===== src/rtl/pkg_wr_ctrl.sv =====
// Write-side packet controller for the dual-priority packet RAMs.
// Byte-serial packets are steered into the high RAM (qos=1) or the low
// RAM (qos=0). Each RAM has a working pointer (wp) and a committed pointer
// (real_waddr). Only complete, validated packets move real_waddr. Packets
// that overflow, are oversize or undersize, or are malformed are rolled
// back to the committed pointer and counted in drop_cnt.
//
// Ports:
//   clk, rst_n                     clock, synchronous active-low reset
//   pkt_vld_in/pkt_data_in         input byte stream (always accepted)
//   pkt_sop_in/pkt_eop_in          packet delimiters, qualified by vld
//   pkt_qos_in/pkt_id_in           target RAM and destination id, taken at sop
//   pkt_rdy_out                    tied high; overflow drops, never stalls
//   hram_raddr/lram_raddr          reader pointers for the full check
//   hram_wen/waddr/wdata           high RAM write port (same cycle as byte)
//   lram_wen/waddr/wdata           low RAM write port (same cycle as byte)
//   high_real_waddr/low_real_waddr committed write pointers for the reader
//   drop_cnt                       saturating dropped-packet counter
//   busy                           FSM is not idle
module pkg_wr_ctrl #(
  parameter int unsigned RAM_DEPTH   = 1144,
  parameter int unsigned ADDR_WIDTH  = 11,
  parameter int unsigned MAX_PKT_LEN = 1024,
  parameter int unsigned MIN_PKT_LEN = 2
) (
  input  logic                  clk,
  input  logic                  rst_n,
  input  logic                  pkt_vld_in,
  input  logic [7:0]            pkt_data_in,
  input  logic                  pkt_sop_in,
  input  logic                  pkt_eop_in,
  input  logic                  pkt_qos_in,
  input  logic [2:0]            pkt_id_in,
  output logic                  pkt_rdy_out,
  input  logic [ADDR_WIDTH-1:0] hram_raddr,
  input  logic [ADDR_WIDTH-1:0] lram_raddr,
  output logic                  hram_wen,
  output logic [ADDR_WIDTH-1:0] hram_waddr,
  output logic [10:0]           hram_wdata,
  output logic                  lram_wen,
  output logic [ADDR_WIDTH-1:0] lram_waddr,
  output logic [10:0]           lram_wdata,
  output logic [ADDR_WIDTH-1:0] high_real_waddr,
  output logic [ADDR_WIDTH-1:0] low_real_waddr,
  output logic [15:0]           drop_cnt,
  output logic                  busy
);

  localparam int unsigned LEN_W = $clog2(MAX_PKT_LEN + 2);
  localparam logic [ADDR_WIDTH-1:0] LAST_ADDR = ADDR_WIDTH'(RAM_DEPTH - 1);

  typedef enum logic [1:0] {ST_IDLE, ST_WRITE, ST_DROP} state_t;

  state_t                  state_q, state_d;
  logic [ADDR_WIDTH-1:0]   hwp_q, hwp_d, lwp_q, lwp_d;
  logic [ADDR_WIDTH-1:0]   hreal_q, hreal_d, lreal_q, lreal_d;
  logic                    qos_q, qos_d;
  logic [LEN_W-1:0]        len_q, len_d, len_inc;
  logic [15:0]             drop_q, drop_d;
  logic [16:0]             drop_sum;
  logic [1:0]              drop_inc;
  logic                    hwen_c, lwen_c;
  logic [ADDR_WIDTH-1:0]   hwaddr_c, lwaddr_c;
  logic [10:0]             word_c;
  logic                    start_new, new_full, cur_full;
  logic [ADDR_WIDTH-1:0]   new_wp;

  // Circular pointer increment, wrapping at RAM_DEPTH-1.
  function automatic logic [ADDR_WIDTH-1:0] ptr_inc(input logic [ADDR_WIDTH-1:0] p);
    return (p == LAST_ADDR) ? '0 : p + ADDR_WIDTH'(1);
  endfunction

  // State and pointer registers.
  always_ff @(posedge clk) begin
    if (!rst_n) begin
      state_q <= ST_IDLE;
      hwp_q   <= '0;
      lwp_q   <= '0;
      hreal_q <= '0;
      lreal_q <= '0;
      qos_q   <= 1'b0;
      len_q   <= '0;
      drop_q  <= '0;
    end else begin
      state_q <= state_d;
      hwp_q   <= hwp_d;
      lwp_q   <= lwp_d;
      hreal_q <= hreal_d;
      lreal_q <= lreal_d;
      qos_q   <= qos_d;
      len_q   <= len_d;
      drop_q  <= drop_d;
    end
  end

  // Next-state, pointer update and same-cycle RAM write decode.
  always_comb begin
    state_d   = state_q;
    hwp_d     = hwp_q;
    lwp_d     = lwp_q;
    hreal_d   = hreal_q;
    lreal_d   = lreal_q;
    qos_d     = qos_q;
    len_d     = len_q;
    drop_inc  = 2'd0;
    hwen_c    = 1'b0;
    lwen_c    = 1'b0;
    hwaddr_c  = hwp_q;
    lwaddr_c  = lwp_q;
    word_c    = '0;
    start_new = 1'b0;
    new_wp    = '0;
    new_full  = 1'b0;
    cur_full  = 1'b0;
    len_inc   = len_q + LEN_W'(1);

    if (rst_n && pkt_vld_in) begin
      unique case (state_q)
        ST_WRITE: begin
          cur_full = qos_q ? (ptr_inc(hwp_q) == hram_raddr)
                           : (ptr_inc(lwp_q) == lram_raddr);
          if (pkt_sop_in) begin
            // Missing eop: discard the open packet, then restart on this byte.
            if (qos_q) hwp_d = hreal_q;
            else       lwp_d = lreal_q;
            drop_inc  = 2'd1;
            start_new = 1'b1;
          end else if (cur_full || (len_inc > LEN_W'(MAX_PKT_LEN)) ||
                       (pkt_eop_in && (len_inc < LEN_W'(MIN_PKT_LEN)))) begin
            if (qos_q) hwp_d = hreal_q;
            else       lwp_d = lreal_q;
            drop_inc = 2'd1;
            state_d  = pkt_eop_in ? ST_IDLE : ST_DROP;
          end else begin
            word_c = {2'b00, pkt_eop_in, pkt_data_in};
            len_d  = len_inc;
            if (qos_q) begin
              hwen_c = 1'b1;
              hwp_d  = ptr_inc(hwp_q);
              if (pkt_eop_in) hreal_d = hwp_d;
            end else begin
              lwen_c = 1'b1;
              lwp_d  = ptr_inc(lwp_q);
              if (pkt_eop_in) lreal_d = lwp_d;
            end
            if (pkt_eop_in) state_d = ST_IDLE;
          end
        end
        default: begin
          // ST_IDLE and ST_DROP: only a sop starts anything.
          if (pkt_sop_in)      start_new = 1'b1;
          else if (pkt_eop_in) state_d   = ST_IDLE;
        end
      endcase

      // New packet start, using the pointer after any rollback above.
      if (start_new) begin
        new_wp   = pkt_qos_in ? hwp_d : lwp_d;
        new_full = (ptr_inc(new_wp) == (pkt_qos_in ? hram_raddr : lram_raddr));
        if ((pkt_eop_in && (MIN_PKT_LEN > 1)) || new_full) begin
          drop_inc = drop_inc + 2'd1;
          state_d  = pkt_eop_in ? ST_IDLE : ST_DROP;
        end else begin
          word_c  = {pkt_id_in, pkt_data_in};
          qos_d   = pkt_qos_in;
          len_d   = LEN_W'(1);
          state_d = pkt_eop_in ? ST_IDLE : ST_WRITE;
          if (pkt_qos_in) begin
            hwen_c   = 1'b1;
            hwaddr_c = new_wp;
            hwp_d    = ptr_inc(new_wp);
            if (pkt_eop_in) hreal_d = hwp_d;
          end else begin
            lwen_c   = 1'b1;
            lwaddr_c = new_wp;
            lwp_d    = ptr_inc(new_wp);
            if (pkt_eop_in) lreal_d = lwp_d;
          end
        end
      end
    end

    // Saturating drop counter; up to two drops can land in one cycle.
    drop_sum = {1'b0, drop_q} + 17'(drop_inc);
    drop_d   = drop_sum[16] ? 16'hFFFF : drop_sum[15:0];
  end

  assign pkt_rdy_out     = 1'b1;
  assign hram_wen        = hwen_c;
  assign hram_waddr      = hwaddr_c;
  assign hram_wdata      = hwen_c ? word_c : '0;
  assign lram_wen        = lwen_c;
  assign lram_waddr      = lwaddr_c;
  assign lram_wdata      = lwen_c ? word_c : '0;
  assign high_real_waddr = hreal_q;
  assign low_real_waddr  = lreal_q;
  assign drop_cnt        = drop_q;
  assign busy            = (state_q != ST_IDLE);

endmodule


===== config.mk =====
export PLATFORM = sky130hd
export DESIGN_NAME = pkg_wr_ctrl
export DESIGN_NICKNAME = d
export VERILOG_FILES = /design/src/rtl/pkg_wr_ctrl.sv
export SDC_FILE = /design/constraint.sdc
export NUM_CORES = 1
export LEC_CHECK = 0
export ABC_CLOCK_PERIOD_IN_PS = 11200
export CAP_MARGIN = 25
export CORE_MARGIN = 2
export CORE_UTILIZATION = 51
export CTS_CLUSTER_DIAMETER = 200
export CTS_CLUSTER_SIZE = 8
export DETAILED_ROUTE_END_ITERATION = 6
export DONT_BUFFER_PORTS = 1
export PLACE_DENSITY_LB_ADDON = 0.08
export SLEW_MARGIN = 20
export SYNTH_ARGS = -nofsm -noshare
export SYNTH_HDL_FRONTEND = slang
export SYNTH_SLANG_ARGS = --single-unit

===== constraint.sdc =====
create_clock -name clk -period 11.2 [get_ports clk]
set_input_delay 2.24 -clock clk [delete_from_list [all_inputs] [get_ports clk]]
set_output_delay 2.24 -clock clk [all_outputs]
set_load 0.005 [all_outputs]

After elaboration in Yosys (flattened, before gate mapping)
Cells that the tools add are included.
W data, S select, Z words.
{ "classes": {"add_sub_neg": 6, "n_lt_le_gt_ge": 2, "eq_ne": 8, "n_mux": 98, "n_bitwise": 1, "n_reduce_logical": 8} }
{ "ops": {"columns": ["operator", "n"], "rows": [
  ["$mux W11", 59],
  ["$add A11 B1 Y11 const B", 4],
  ["$eq A11 B11 Y1", 3],
  ["$eq A11 B11 Y1 const B", 3],
  ["$mux W9", 3],
  ["$mux W2", 12],
  ["$mux W1", 23],
  ["$add A16 B2 Y17", 1],
  ["$mux W16", 1],
  ["$gt A11 B11 Y1 const B", 1],
  ["$lt A11 B2 Y1 const B", 1],
  ["$logic_or A1 B1 Y1", 3],
  ["$reduce_and A3 Y1", 1],
  ["$add A2 B1 Y2 const B", 1],
  ["$eq A2 B1 Y1 const B", 1],
  ["$logic_and A1 B1 Y1", 2],
  ["$ne A2 B1 Y1 const B", 1],
  ["$reduce_and A2 Y1", 1],
  ["$reduce_bool A2 Y1", 1],
  ["$not A1 Y1", 1]
]} }
{ "totals": {"regBits": 74, "in_bits": 39} }

Depth between registers and ports, before layout
Gate-level depths: netlist (run 1).
{ "depth": {"ltp_word": 20, "mapped_depth": 35, "depth_no_buf": 32} }

Least setup slack after synthesis (run 1)
No wires, ideal clock.
{ "synth_timing": {"path_type": "input -> output", "from": "input port hram_raddr[1]", "to": "output port lram_waddr[0]", "arrival_time_ns": 7.865, "t_required_ns": 8.960, "path_slack_ns": 1.095, "cell_stages": 25, "path_cell_list": "xor2_1 > a311oi_1 > o41ai_1 > o31a_1 > or4_4 > o211a_1 > buf_6 > nand2_1 > clkbuf_1 > o221ai_1 > o21ai_0 > mux2_2 > ha_1 > nand2_1 > or4b_1 > and2_0 > clkbuf_2 > a2111o_1 > xnor2_1 > o32ai_1 > nor4_4 > a2111oi_4 > buf_4 > nor2_1 > a21oi_1"} }
{ "synth_via": {"elab_chain_cells": 16, "elab_cells_between_ends": 23, "cone_classes": "add/sub (1); eq/ne (3); mux (16); reduce/logical (3)"} }
{ "synth_lines": {"columns": ["item", "line", "source"], "rows": [
  ["start: declaration", "35", "input logic [ADDR_WIDTH-1:0] hram_raddr,"],
  ["$eq A11 B11 Y1", "120", "cur_full = qos_q ? (ptr_inc(hwp_q) == hram_raddr)"],
  ["$mux W1", "120", null],
  ["$logic_or A1 B1 Y1 (2 in a row)", "128", "end else if (cur_full || (len_inc > LEN_W'(MAX_PKT_LEN)) ||"],
  ["$mux W11", "128", null],
  ["$mux W11", "122", "if (pkt_sop_in) begin"],
  ["$mux W11", "118", "unique case (state_q)"],
  ["$mux W11", "117", "if (rst_n && pkt_vld_in) begin"],
  ["$mux W11", "158", "new_wp = pkt_qos_in ? hwp_d : lwp_d;"],
  ["$add A11 B1 Y11 / $eq A11 B11 Y1 (equally long branches)", "70", "return (p == LAST_ADDR) ? '0 : p + ADDR_WIDTH'(1);"],
  ["$mux W11", "70", null],
  ["$eq A11 B11 Y1", "159", "new_full = (ptr_inc(new_wp) == (pkt_qos_in ? hram_raddr : lram_raddr));"],
  ["$logic_or A1 B1 Y1", "160", "if ((pkt_eop_in && (MIN_PKT_LEN > 1)) || new_full) begin"],
  ["$mux W11 (*)", "160", null],
  ["$mux W11 (*)", "157", "if (start_new) begin"],
  ["$mux W11 (*)", "117", null],
  ["end: declaration", "41", "output logic [ADDR_WIDTH-1:0] lram_waddr,"]
]} }
Mark *: on every way between the ends. The rest lies on a longest branch, timed or not. The select of a mux whose other input is x is not followed.

Worst setup path in the final report (run 1)
{ "layout_timing": {"from": "input port lram_raddr[2]", "to": "output port lram_wdata[9]"} }
{ "layout_via": {"elab_chain_cells": 17, "elab_cells_between_ends": 30, "cone_classes": "add/sub (1); eq/ne (3); mux (23); reduce/logical (3)"} }
{ "layout_lines": {"columns": ["item", "line", "source"], "rows": [
  ["start: declaration", "36", "input logic [ADDR_WIDTH-1:0] lram_raddr,"],
  ["$eq A11 B11 Y1", "121", ": (ptr_inc(lwp_q) == lram_raddr);"],
  ["$mux W1", "120", null],
  ["$logic_or A1 B1 Y1 (2 in a row)", "128", null],
  ["$mux W11", "128", null],
  ["$mux W11", "122", null],
  ["$mux W11", "118", null],
  ["$mux W11", "117", null],
  ["$mux W11", "158", null],
  ["$add A11 B1 Y11 / $eq A11 B11 Y1 (equally long branches)", "70", null],
  ["$mux W11", "70", null],
  ["$eq A11 B11 Y1", "159", null],
  ["$logic_or A1 B1 Y1", "160", null],
  ["$mux W11 / $mux W1 (equally long branches)", "160", null],
  ["$mux W11 / $mux W1 (equally long branches)", "157", null],
  ["$mux W11 / $mux W1 (equally long branches)", "117", null],
  ["$mux W11 (*)", "194", "assign lram_wdata = lwen_c ? word_c : '0;"],
  ["end: declaration", "42", "output logic [10:0] lram_wdata,"]
]} }
Marked as above.

==> flow_summary.html, run 1 <==
<table>
<tr><th>Metric</th><th>Value</th></tr>
<tr><th colspan="2">Run status</th></tr>
<tr><td>Outcome</td><td>complete, no violations</td></tr>
<tr><th colspan="2">Finish</th></tr>
<tr><td>Number of fillers in the final layout</td><td>about 1.3k</td></tr>
<tr><td>Number of antenna repair diodes</td><td>0</td></tr>
<tr><td>Count of nets after finishing</td><td>around 1000</td></tr>
<tr><td>Synth-to-layout area growth</td><td>6.74%</td></tr>
<tr><td>Fraction of layout instances using a drive strength above 1</td><td>between 10% and 20%</td></tr>
<tr><th colspan="2">Power and ir drop</th></tr>
<tr><td>Lkg Pwr</td><td>2.55 nW</td></tr>
<tr><td>Clk network pwr share</td><td>44.2%</td></tr>
<tr><td>Net switching power figure</td><td>0.234 mW</td></tr>
<tr><td>Power density normalized to cell area</td><td>approximately 100 nW/µm²</td></tr>
<tr><td>Internal portion of total power</td><td>approximately 0.54 mW</td></tr>
<tr><td>Maximum ir drop on the vdd rail</td><td>0.0667 mV</td></tr>
<tr><td>Share of total power in sequential cells</td><td>36.3%</td></tr>
<tr><td>Power share of the combinational group</td><td>about a fifth</td></tr>
<tr><td>Net Sw Frac</td><td>30.1%</td></tr>
<tr><th colspan="2">Die</th></tr>
<tr><td>Number of placement rows</td><td>43</td></tr>
<tr><td>Die outline area</td><td>around 15000 µm²</td></tr>
<tr><td>Core Footprint</td><td>between 10000 and 15000 µm²</td></tr>
<tr><td>Die boundary height</td><td>between 100 and 150 µm</td></tr>
<tr><td>Number of primary I/O pins</td><td>roughly 130</td></tr>
<tr><td>Die X</td><td>about 120 µm</td></tr>
<tr><td>Initial core utilization</td><td>around 52%</td></tr>
<tr><th colspan="2">Yosys</th></tr>
<tr><td>Flip-flop and latch count after synthesis</td><td>74</td></tr>
<tr><td>Seq/Total Area, Yosys</td><td>between 20% and 30%</td></tr>
<tr><td>Mean instance size in the synthesized netlist</td><td>about 7.3 µm²</td></tr>
<tr><td>Gate Count Post-Synth</td><td>991</td></tr>
<tr><td>Post-Synthesis Cell Area</td><td>roughly 7300 µm²</td></tr>
<tr><td>Number of different library cells in the post-synthesis netlist</td><td>99</td></tr>
<tr><td>Number of flops mapped to enable cells by yosys</td><td>0</td></tr>
<tr><td>Number of nets in the synthesized netlist</td><td>1038</td></tr>
<tr><td>Count of yosys warnings during synthesis</td><td>0</td></tr>
<tr><td>Most instantiated flip-flop cell in the synthesis netlist</td><td>sky130_fd_sc_hd__dfxtp_1</td></tr>
<tr><td>Fraction of registers with async set/reset</td><td>0%</td></tr>
<tr><th colspan="2">GRT</th></tr>
<tr><td>Global-route met3 utilization</td><td>between 7 and 8%</td></tr>
<tr><td>Number of antenna violations at the first check in global routing</td><td>0</td></tr>
<tr><td>Met2 usage in global routing</td><td>between 50 and 60%</td></tr>
<tr><td>Largest net degree at the start of global routing</td><td>50</td></tr>
<tr><td>First-pass GRT wire length</td><td>about 42000 µm</td></tr>
<tr><td>Vias in the first global route</td><td>~7.2k</td></tr>
<tr><td>Congestion Overflow GR</td><td>0</td></tr>
<tr><td>Met1 demand-to-capacity share in global routing</td><td>between 40% and 50%</td></tr>
<tr><td>Tot GR Track Use</td><td>36.8%</td></tr>
<tr><td>Busiest layer in global routing</td><td>met2</td></tr>
<tr><th colspan="2">Route</th></tr>
<tr><td>Wire length per cell after detailed routing</td><td>25.2 µm</td></tr>
<tr><td>Vias post-DR</td><td>8033</td></tr>
<tr><td>Initial detailed-routing violation count</td><td>between 1k and 1.5k</td></tr>
<tr><td>Pre-antenna DRT Iters</td><td>6</td></tr>
<tr><td>DRC viols</td><td>0</td></tr>
<tr><td>Total routed wirelength</td><td>~29000 µm</td></tr>
<tr><td>Post-DRT Antenna Nets</td><td>0</td></tr>
<tr><td>Post-DR vias/cell</td><td>7.07</td></tr>
<tr><th colspan="2">STA</th></tr>
<tr><td>Largest clock skew in the final design</td><td>0.00833 ns</td></tr>
<tr><td>Slew @ Worst Pin</td><td>~1.0 ns</td></tr>
<tr><td>Clock period minus final worst setup slack</td><td>approximately 11 ns</td></tr>
<tr><td>Final setup violating endpoints</td><td>0</td></tr>
<tr><td>Final hold violation count</td><td>0</td></tr>
<tr><td>Maximum clock frequency</td><td>approximately 94 MHz</td></tr>
<tr><td>Share of the clock period used by the worst path</td><td>a little over nine tenths</td></tr>
<tr><td>Worst slack on hold paths</td><td>about 0.50 ns</td></tr>
<tr><td>Max-Slew Margin vs Limit</td><td>31.0%</td></tr>
<tr><td>Post-route setup TNS</td><td>0 ns</td></tr>
<tr><td>Setup repair after global routing missed its margin</td><td>false</td></tr>
<tr><td>Number of pins with negative max-slew slack in the final report</td><td>0</td></tr>
<tr><th colspan="2">Place</th></tr>
<tr><td>Post-detail-place hpwl</td><td>between 20000 and 25000 µm</td></tr>
<tr><td>GPL Wtd Cong</td><td>between 1 and 1.5</td></tr>
<tr><td>Number of buffers added on ports</td><td>0</td></tr>
<tr><th colspan="2">Setup path</th></tr>
<tr><td>Combined buffer and inverter count along the critical path</td><td>3</td></tr>
<tr><td>Master of the slowest instance on the critical path</td><td>sky130_fd_sc_hd__or4b_1</td></tr>
<tr><td>Data arrival time of the worst path</td><td>between 8 and 9 ns</td></tr>
<tr><td>Critical path's top delay family</td><td>compound AO/OA/AOI/OAI gates</td></tr>
<tr><td>Classification of the worst setup path</td><td>in2out</td></tr>
<tr><td>Cell seen most often among critical-path stages</td><td>sky130_fd_sc_hd__buf_4</td></tr>
<tr><td>Nature of the critical path startpoint</td><td>input port</td></tr>
<tr><td>Required time of the critical path</td><td>roughly 9.0 ns</td></tr>
<tr><td>Category of the worst setup path capture point</td><td>output port</td></tr>
<tr><td>Critical path fanouts, max</td><td>17</td></tr>
<tr><td>Max incr delay on CP</td><td>around 0.52 ns</td></tr>
<tr><td>Worst path cell trace</td><td>xor3_1 &gt; a2111oi_0 &gt; o311ai_0 &gt; a2111oi_2 &gt; o2111ai_2 &gt; o211ai_4 &gt; buf_4 &gt; nor2_1 &gt; mux2i_1 &gt; mux2_2 &gt; ha_1 &gt; nand2_1 &gt; or4b_1 &gt; and2_0 &gt; a2111o_1 &gt; xnor2_1 &gt; o32ai_1 &gt; nor4_4 &gt; buf_4 &gt; a2111oi_4 &gt; buf_4 &gt; nor2_4 &gt; nor3b_1</td></tr>
<tr><th colspan="2">Clocking</th></tr>
<tr><td>CTS buffer count</td><td>9</td></tr>
<tr><td>Clock-pin slew of the registers on the worst-case setup and hold paths</td><td>~0.060 ns</td></tr>
<tr><td>Maximum count of clock buffers along a single path</td><td>2</td></tr>
<tr><td>TritonCTS clock tree</td><td>yes</td></tr>
<tr><td>Number of sinks driven by the clock tree</td><td>74</td></tr>
<tr><td>Clock latency of the later-clocked register in the worst-skew pair</td><td>~0.35 ns</td></tr>
<tr><td>Maximum level of the CTS H-tree</td><td>3</td></tr>
<tr><td>Clk Tree Root Cell</td><td>sky130_fd_sc_hd__clkbuf_16</td></tr>
<tr><td>Number of buffers inserted by hold repair at cts</td><td>0</td></tr>
<tr><th colspan="2">Job</th></tr>
<tr><td>Max Cap Viol</td><td>0</td></tr>
<tr><th colspan="2">Min path</th></tr>
<tr><td>Class of the worst hold path</td><td>reg2reg</td></tr>
</table>
[layout make-up]
cell class              count  area, µm²  share of cell area [%]
clock buffers              10        229                    2.95
well taps                 180        225                    2.90
clock inverters             6        115                    1.48
flip-flops and latches     74       1480                    19.1
repair buffers             31        248                    3.19
multi-input cells         807       5360                    69.0
inverters                  28        105                    1.35
[layout by cell type (no fill, tap or decap), types with 13 or more instances in the layout]
cell type                  count
sky130_fd_sc_hd__nand2_1     111
sky130_fd_sc_hd__mux2i_1      48
sky130_fd_sc_hd__dfxtp_1      73
sky130_fd_sc_hd__nor3_1       42
sky130_fd_sc_hd__inv_1        27
sky130_fd_sc_hd__nand3_1      40
sky130_fd_sc_hd__xnor2_1      35
sky130_fd_sc_hd__nor2_1       98
sky130_fd_sc_hd__a21oi_1      68
sky130_fd_sc_hd__a211oi_1     13
sky130_fd_sc_hd__buf_4        29
sky130_fd_sc_hd__o21ai_0      58
sky130_fd_sc_hd__o211ai_1     16
sky130_fd_sc_hd__nand4_1      13
sky130_fd_sc_hd__mux2_2       14
sky130_fd_sc_hd__xor2_1       13
[final timing paths]
path | startpoint | endpoint | slack [ns] | cells after the start
max | lram_raddr[2] | lram_wdata[9] | 0.56 | 23
min | state_q[0] | state_q[0] | 0.50 | 2
max reg2reg | hwp_q[0] | drop_cnt[1] | 1.43 | 31
min reg2reg | state_q[0] | state_q[0] | 0.50 | 2
[per-stage QoR]
step                instances  utilization, %  cell area [µm²]  total power, mW  worst slack [ns]
finish                   1136            55.7             7770            0.778             0.560
global route             1136            55.7             7770            0.800             0.105
CTS                      1129            55.1             7680            0.771             0.207
detailed placement       1113            52.7             7340            0.430             0.222
global placement         1111            52.5             7320            0.429             0.344
floorplan                 991               -             7280            0.395              1.09
[tightest hold or removal path: stages, from the launching register on]
cell and delay [ns]:
sky130_fd_sc_hd__dfxtp_1 0.33, sky130_fd_sc_hd__nand2_1 0.07, sky130_fd_sc_hd__a21oi_1 0.06
[routing by layer]
metal  share of wire [%]  vias to the layer above
met2                  46                      543
met1                  40                     3814
li1                    -                     3596
met5                   0                        -
met4                 3.5                        0
met3                  11                       80
[power by group through the flow]
| stage | clock network, mW | registers (mW) | logic, mW |
|---|---|---|---|
| finish | 0.344 | 0.283 | 0.151 |
| CTS | 0.346 | 0.281 | 0.144 |
| global route | 0.357 | 0.283 | 0.160 |
| global placement | 0 | 0.287 | 0.141 |
| detailed placement | 0 | 0.287 | 0.143 |
| floorplan | 0 | 0.276 | 0.118 |
[registers in the layout, indices dropped and copies added, names as in the netlist]
name / flops
high_real_waddr: 11
state_q: 2
drop_cnt: 16
len_q: 11
hwp_q: 11
qos_q: 1
low_real_waddr: 11
lwp_q: 11
[repair_timing]
item                                    4_1_cts  5_1_grt
resized for setup                             0        3
hold endpoints to repair                      0        0
setup buffers                                 0        7
endpoints found under the setup margin        0       26
[cells in the mapped netlist, types with 5 or more instances]
library cell	number	area [µm²]
sky130_fd_sc_hd__a211oi_1	14	105
sky130_fd_sc_hd__a21o_1	5	37.5
sky130_fd_sc_hd__a21oi_1	68	340
sky130_fd_sc_hd__a22o_1	5	43.8
sky130_fd_sc_hd__a22oi_1	10	75.1
sky130_fd_sc_hd__a311oi_1	12	105
sky130_fd_sc_hd__a31oi_1	10	62.6
sky130_fd_sc_hd__and3_1	10	62.6
sky130_fd_sc_hd__buf_2	19	95.1
sky130_fd_sc_hd__clkbuf_1	56	210
sky130_fd_sc_hd__dfxtp_1	74	1480
sky130_fd_sc_hd__ha_1	7	87.6
sky130_fd_sc_hd__inv_1	27	101
sky130_fd_sc_hd__mux2_1	5	56.3
sky130_fd_sc_hd__mux2_2	14	158
sky130_fd_sc_hd__mux2i_1	48	480
sky130_fd_sc_hd__nand2_1	111	417
sky130_fd_sc_hd__nand2b_1	12	75.1
sky130_fd_sc_hd__nand3_1	40	200
sky130_fd_sc_hd__nand3b_1	6	45.0
sky130_fd_sc_hd__nand4_1	13	81.3
sky130_fd_sc_hd__nor2_1	99	372
sky130_fd_sc_hd__nor3_1	42	210
sky130_fd_sc_hd__nor3b_1	5	37.5
sky130_fd_sc_hd__o211ai_1	16	120
sky130_fd_sc_hd__o21ai_0	58	290
sky130_fd_sc_hd__o221a_2	5	56.3
sky130_fd_sc_hd__o22ai_1	9	56.3
sky130_fd_sc_hd__o311ai_0	7	61.3
sky130_fd_sc_hd__o31ai_1	5	37.5
sky130_fd_sc_hd__or2_2	5	31.3
sky130_fd_sc_hd__xnor2_1	35	307
sky130_fd_sc_hd__xor2_1	13	114
[logic make-up after synthesis]
| kind of cell | after synthesis | share of synthesized area, % |
|---|---|---|
| AND/OR/NAND/NOR | 395 | 27.6 |
| AO/OA/AOI/OAI | 282 | 27.0 |
| buffers and inverters | 110 | 6.33 |
| flip-flops | 74 | 20.4 |
| multiplexers | 68 | 9.85 |
| XOR/XNOR | 53 | 7.34 |
| adder cells (fa/ha/maj) | 8 | 1.48 |
| other | 1 | 0.0515 |
Power figures use the tool's default switching activity.
==> run 2, diff against run 1 <==
- CAP_MARGIN: 25 -> not set
- CORE_UTILIZATION: 51 -> 38
- SLEW_MARGIN: 20 -> not set
==> flow_summary.html, run 2 (same netlist as run 1, synthesis figures left out) <==
<table>
<tr><th>Metric</th><th>Value</th></tr>
<tr><th colspan="2">Place</th></tr>
<tr><td>GPL Wtd Cong</td><td>about 1.0</td></tr>
<tr><td>DP Worst Slack</td><td>roughly 0.28 ns</td></tr>
<tr><td>Placed cell count</td><td>between 1k and 1.5k</td></tr>
<tr><td>Post-detail-place hpwl</td><td>between 20000 and 25000 µm</td></tr>
<tr><td>Number of buffers added on ports</td><td>0</td></tr>
<tr><th colspan="2">GRT</th></tr>
<tr><td>Largest net degree at the start of global routing</td><td>48</td></tr>
<tr><td>First-pass GRT wire length</td><td>approximately 44000 µm</td></tr>
<tr><td>Tot GR Track Use</td><td>28.4%</td></tr>
<tr><td>Number of antenna violations at the first check in global routing</td><td>0</td></tr>
<tr><td>Vias in the first global route</td><td>6995</td></tr>
<tr><td>Congestion Overflow GR</td><td>0</td></tr>
<tr><th colspan="2">Route</th></tr>
<tr><td>Vias post-DR</td><td>7671</td></tr>
<tr><td>Post-DRT Antenna Nets</td><td>0</td></tr>
<tr><td>Post-DR vias/cell</td><td>between 6 and 7</td></tr>
<tr><td>Pre-antenna DRT Iters</td><td>5</td></tr>
<tr><td>DRC viols</td><td>0</td></tr>
<tr><td>Initial detailed-routing violation count</td><td>about 750</td></tr>
<tr><td>Wire length per cell after detailed routing</td><td>24.3 µm</td></tr>
<tr><td>Total routed wirelength</td><td>29000 µm</td></tr>
<tr><th colspan="2">Power and ir drop</th></tr>
<tr><td>Lkg Pwr</td><td>around 2.6 nW</td></tr>
<tr><td>Maximum ir drop on the vdd rail</td><td>roughly 0.065 mV</td></tr>
<tr><td>Power density normalized to cell area</td><td>97.7 nW/µm²</td></tr>
<tr><th colspan="2">Die</th></tr>
<tr><td>Die boundary height</td><td>142 µm</td></tr>
<tr><td>Number of primary I/O pins</td><td>roughly 130</td></tr>
<tr><td>Core Footprint</td><td>roughly 19000 µm²</td></tr>
<tr><td>Die X</td><td>approximately 140 µm</td></tr>
<tr><td>Die outline area</td><td>20300 µm²</td></tr>
<tr><td>Number of placement rows</td><td>50</td></tr>
<tr><td>Initial core utilization</td><td>38.8%</td></tr>
<tr><th colspan="2">Finish</th></tr>
<tr><td>Max FFs per register</td><td>16</td></tr>
<tr><td>Final non-filler cell total</td><td>roughly 1.2k</td></tr>
<tr><td>Final Util</td><td>about two fifths</td></tr>
<tr><td>Commonest cells after routing, fill and taps aside</td><td>111 x sky130_fd_sc_hd__nand2_1, 98 x sky130_fd_sc_hd__nor2_1, 73 x sky130_fd_sc_hd__dfxtp_1</td></tr>
<tr><td>Synth-to-layout area growth</td><td>7.46%</td></tr>
<tr><td>Leading cell type in the layout, fill and taps excluded</td><td>sky130_fd_sc_hd__nand2_1</td></tr>
<tr><td>Number of antenna repair diodes</td><td>0</td></tr>
<tr><td>Multi-input combinational cell area</td><td>5370 µm²</td></tr>
<tr><td>FF/Latch Area</td><td>about 1500 µm²</td></tr>
<tr><td>Count of nets after finishing</td><td>999</td></tr>
<tr><td>Number of fillers in the final layout</td><td>approximately 2.0k</td></tr>
<tr><td>Fraction of layout instances using a drive strength above 1</td><td>between 10% and 20%</td></tr>
<tr><th colspan="2">Setup path</th></tr>
<tr><td>Endpoint of the most critical setup path</td><td>lram_wdata[9]</td></tr>
<tr><td>Required time of the critical path</td><td>~9 ns</td></tr>
<tr><td>Classification of the worst setup path</td><td>in2out</td></tr>
<tr><td>Max incr delay on CP</td><td>~0.52 ns</td></tr>
<tr><td>Worst reg2reg path endpoint</td><td>drop_cnt[1]</td></tr>
<tr><td>Master of the slowest instance on the critical path</td><td>sky130_fd_sc_hd__or4b_1</td></tr>
<tr><td>Worst path cell trace</td><td>xor3_1 &gt; a2111oi_0 &gt; o311ai_0 &gt; a2111oi_2 &gt; o2111ai_2 &gt; o211ai_4 &gt; nor2_1 &gt; nor2_1 &gt; o221ai_1 &gt; o21ai_0 &gt; mux2_2 &gt; ha_1 &gt; nand2_1 &gt; or4b_1 &gt; and2_0 &gt; a2111o_1 &gt; xnor2_1 &gt; o32ai_2 &gt; nor4_4 &gt; buf_4 &gt; a2111oi_4 &gt; buf_4 &gt; nor2_2 &gt; nor3b_1</td></tr>
<tr><td>Startpoint of the most critical register-to-register path</td><td>hwp_q[0]</td></tr>
<tr><td>FF-to-FF setup slack</td><td>1.96 ns</td></tr>
<tr><td>Cell depth of the worst flop-to-flop path</td><td>32</td></tr>
<tr><td>Data arrival time of the worst path</td><td>8.39 ns</td></tr>
<tr><td>Worst setup path startpoint</td><td>lram_raddr[2]</td></tr>
<tr><td>Critical path fanouts, max</td><td>17</td></tr>
<tr><td>Category of the worst setup path capture point</td><td>output port</td></tr>
<tr><td>Nature of the critical path startpoint</td><td>input port</td></tr>
<tr><th colspan="2">Clocking</th></tr>
<tr><td>Clock-pin slew of the registers on the worst-case setup and hold paths</td><td>0.06 ns</td></tr>
<tr><td>Clk Tree Root Cell</td><td>sky130_fd_sc_hd__clkbuf_16</td></tr>
<tr><td>Maximum count of clock buffers along a single path</td><td>2</td></tr>
<tr><td>Clock latency of the later-clocked register in the worst-skew pair</td><td>between 0.3 and 0.4 ns</td></tr>
<tr><td>TritonCTS clock tree</td><td>yes</td></tr>
<tr><td>Maximum level of the CTS H-tree</td><td>3</td></tr>
<tr><td>CTS buffer count</td><td>9</td></tr>
<tr><td>Number of sinks driven by the clock tree</td><td>74</td></tr>
<tr><th colspan="2">Min path</th></tr>
<tr><td>HP Start</td><td>state_q[0]</td></tr>
<tr><td>Class of the worst hold path</td><td>reg2reg</td></tr>
<tr><th colspan="2">STA</th></tr>
<tr><td>Slew @ Worst Pin</td><td>around 1.2 ns</td></tr>
<tr><td>Max-Slew Margin vs Limit</td><td>between 20 and 25%</td></tr>
<tr><td>Final setup violating endpoints</td><td>0</td></tr>
<tr><td>Clock period minus final worst setup slack</td><td>10.63 ns</td></tr>
<tr><td>Share of the clock period used by the worst path</td><td>a little over nine tenths</td></tr>
<tr><td>Setup repair after global routing missed its margin</td><td>false</td></tr>
<tr><td>Post-route setup TNS</td><td>0 ns</td></tr>
<tr><td>Largest clock skew in the final design</td><td>0.0117 ns</td></tr>
<tr><td>Maximum clock frequency</td><td>approximately 94 MHz</td></tr>
<tr><td>Final hold violation count</td><td>0</td></tr>
<tr><td>Number of pins with negative max-slew slack in the final report</td><td>0</td></tr>
<tr><td>Setup slack after layout</td><td>roughly 0.57 ns</td></tr>
<tr><th colspan="2">Run status</th></tr>
<tr><td>Outcome</td><td>complete, no violations</td></tr>
<tr><th colspan="2">Job</th></tr>
<tr><td>Max Cap Viol</td><td>0</td></tr>
</table>
==> run 2: worst min-delay path by stage <==
stage / endpoint / slack, ns / cells after the start
3_3_place_gp: state_q[0] / 0.47 / 2
4_1_cts: state_q[0] / 0.48 / 2
3_5_place_dp: state_q[0] / 0.47 / 2
6_report: state_q[0] / 0.48 / 2
2_1_floorplan: state_q[0] / 0.45 / 2
5_1_grt: state_q[0] / 0.53 / 2
==> run 2: routing by layer <==
metal	track usage, %	up-vias	routed length [µm]
met5	0	-	0
met4	9.12	0	739
met3	6.19	53	2590
met2	43.7	373	12900
met1	39.6	3642	12800
li1	-	3603	-
==> run 2: power breakdown <==
part / total, mW / switching, mW / internal [mW] / leakage (nW)
sequential: 0.282 / 0.0144 / 0.268 / 0.599
combinational: 0.147 / 0.0911 / 0.0562 / 1.81
clock: 0.335 / 0.137 / 0.197 / 0.156
total: 0.764 / 0.243 / 0.521 / 2.56
==> run 2: critical path: cells and delay by family <==
kind | cells | cell delay, ns
buffers and inverters | 2 | 0.51
adders and majority gates | 1 | 0.27
AOI/OAI and AO/OA | 10 | 3.09
xor gates and xnor gates | 2 | 0.35
and+or+nand+nor | 8 | 1.70
muxes | 1 | 0.23
==> run 2: final cells by class <==
class	instances	share of cell area (%)
clock buffer	9	2.88
timing repair buffer	32	3.07
clock inverter	7	1.31
tap	234	3.74
inverter	28	1.34
sequential	74	19.0
multi-input combinational	807	68.7
==> run 2: per-stage QoR <==
step | power, mW | instance area (µm²) | hold WS (ns)
floorplan | 0.395 | 7280 | 0.454
global placement | 0.432 | 7470 | 0.471
detailed placement | 0.431 | 7470 | 0.474
CTS | 0.769 | 7800 | 0.483
global route | 0.791 | 7820 | 0.534
finish | 0.764 | 7820 | 0.483
==> run 2: timing repair <==
item | 4_1_cts | 5_1_grt
setup buffers | 0 | 0
endpoints found under the hold margin | 0 | 0
resized for setup | 0 | 3
setup endpoints to repair | 0 | 14
hold buffers | 0 | 0
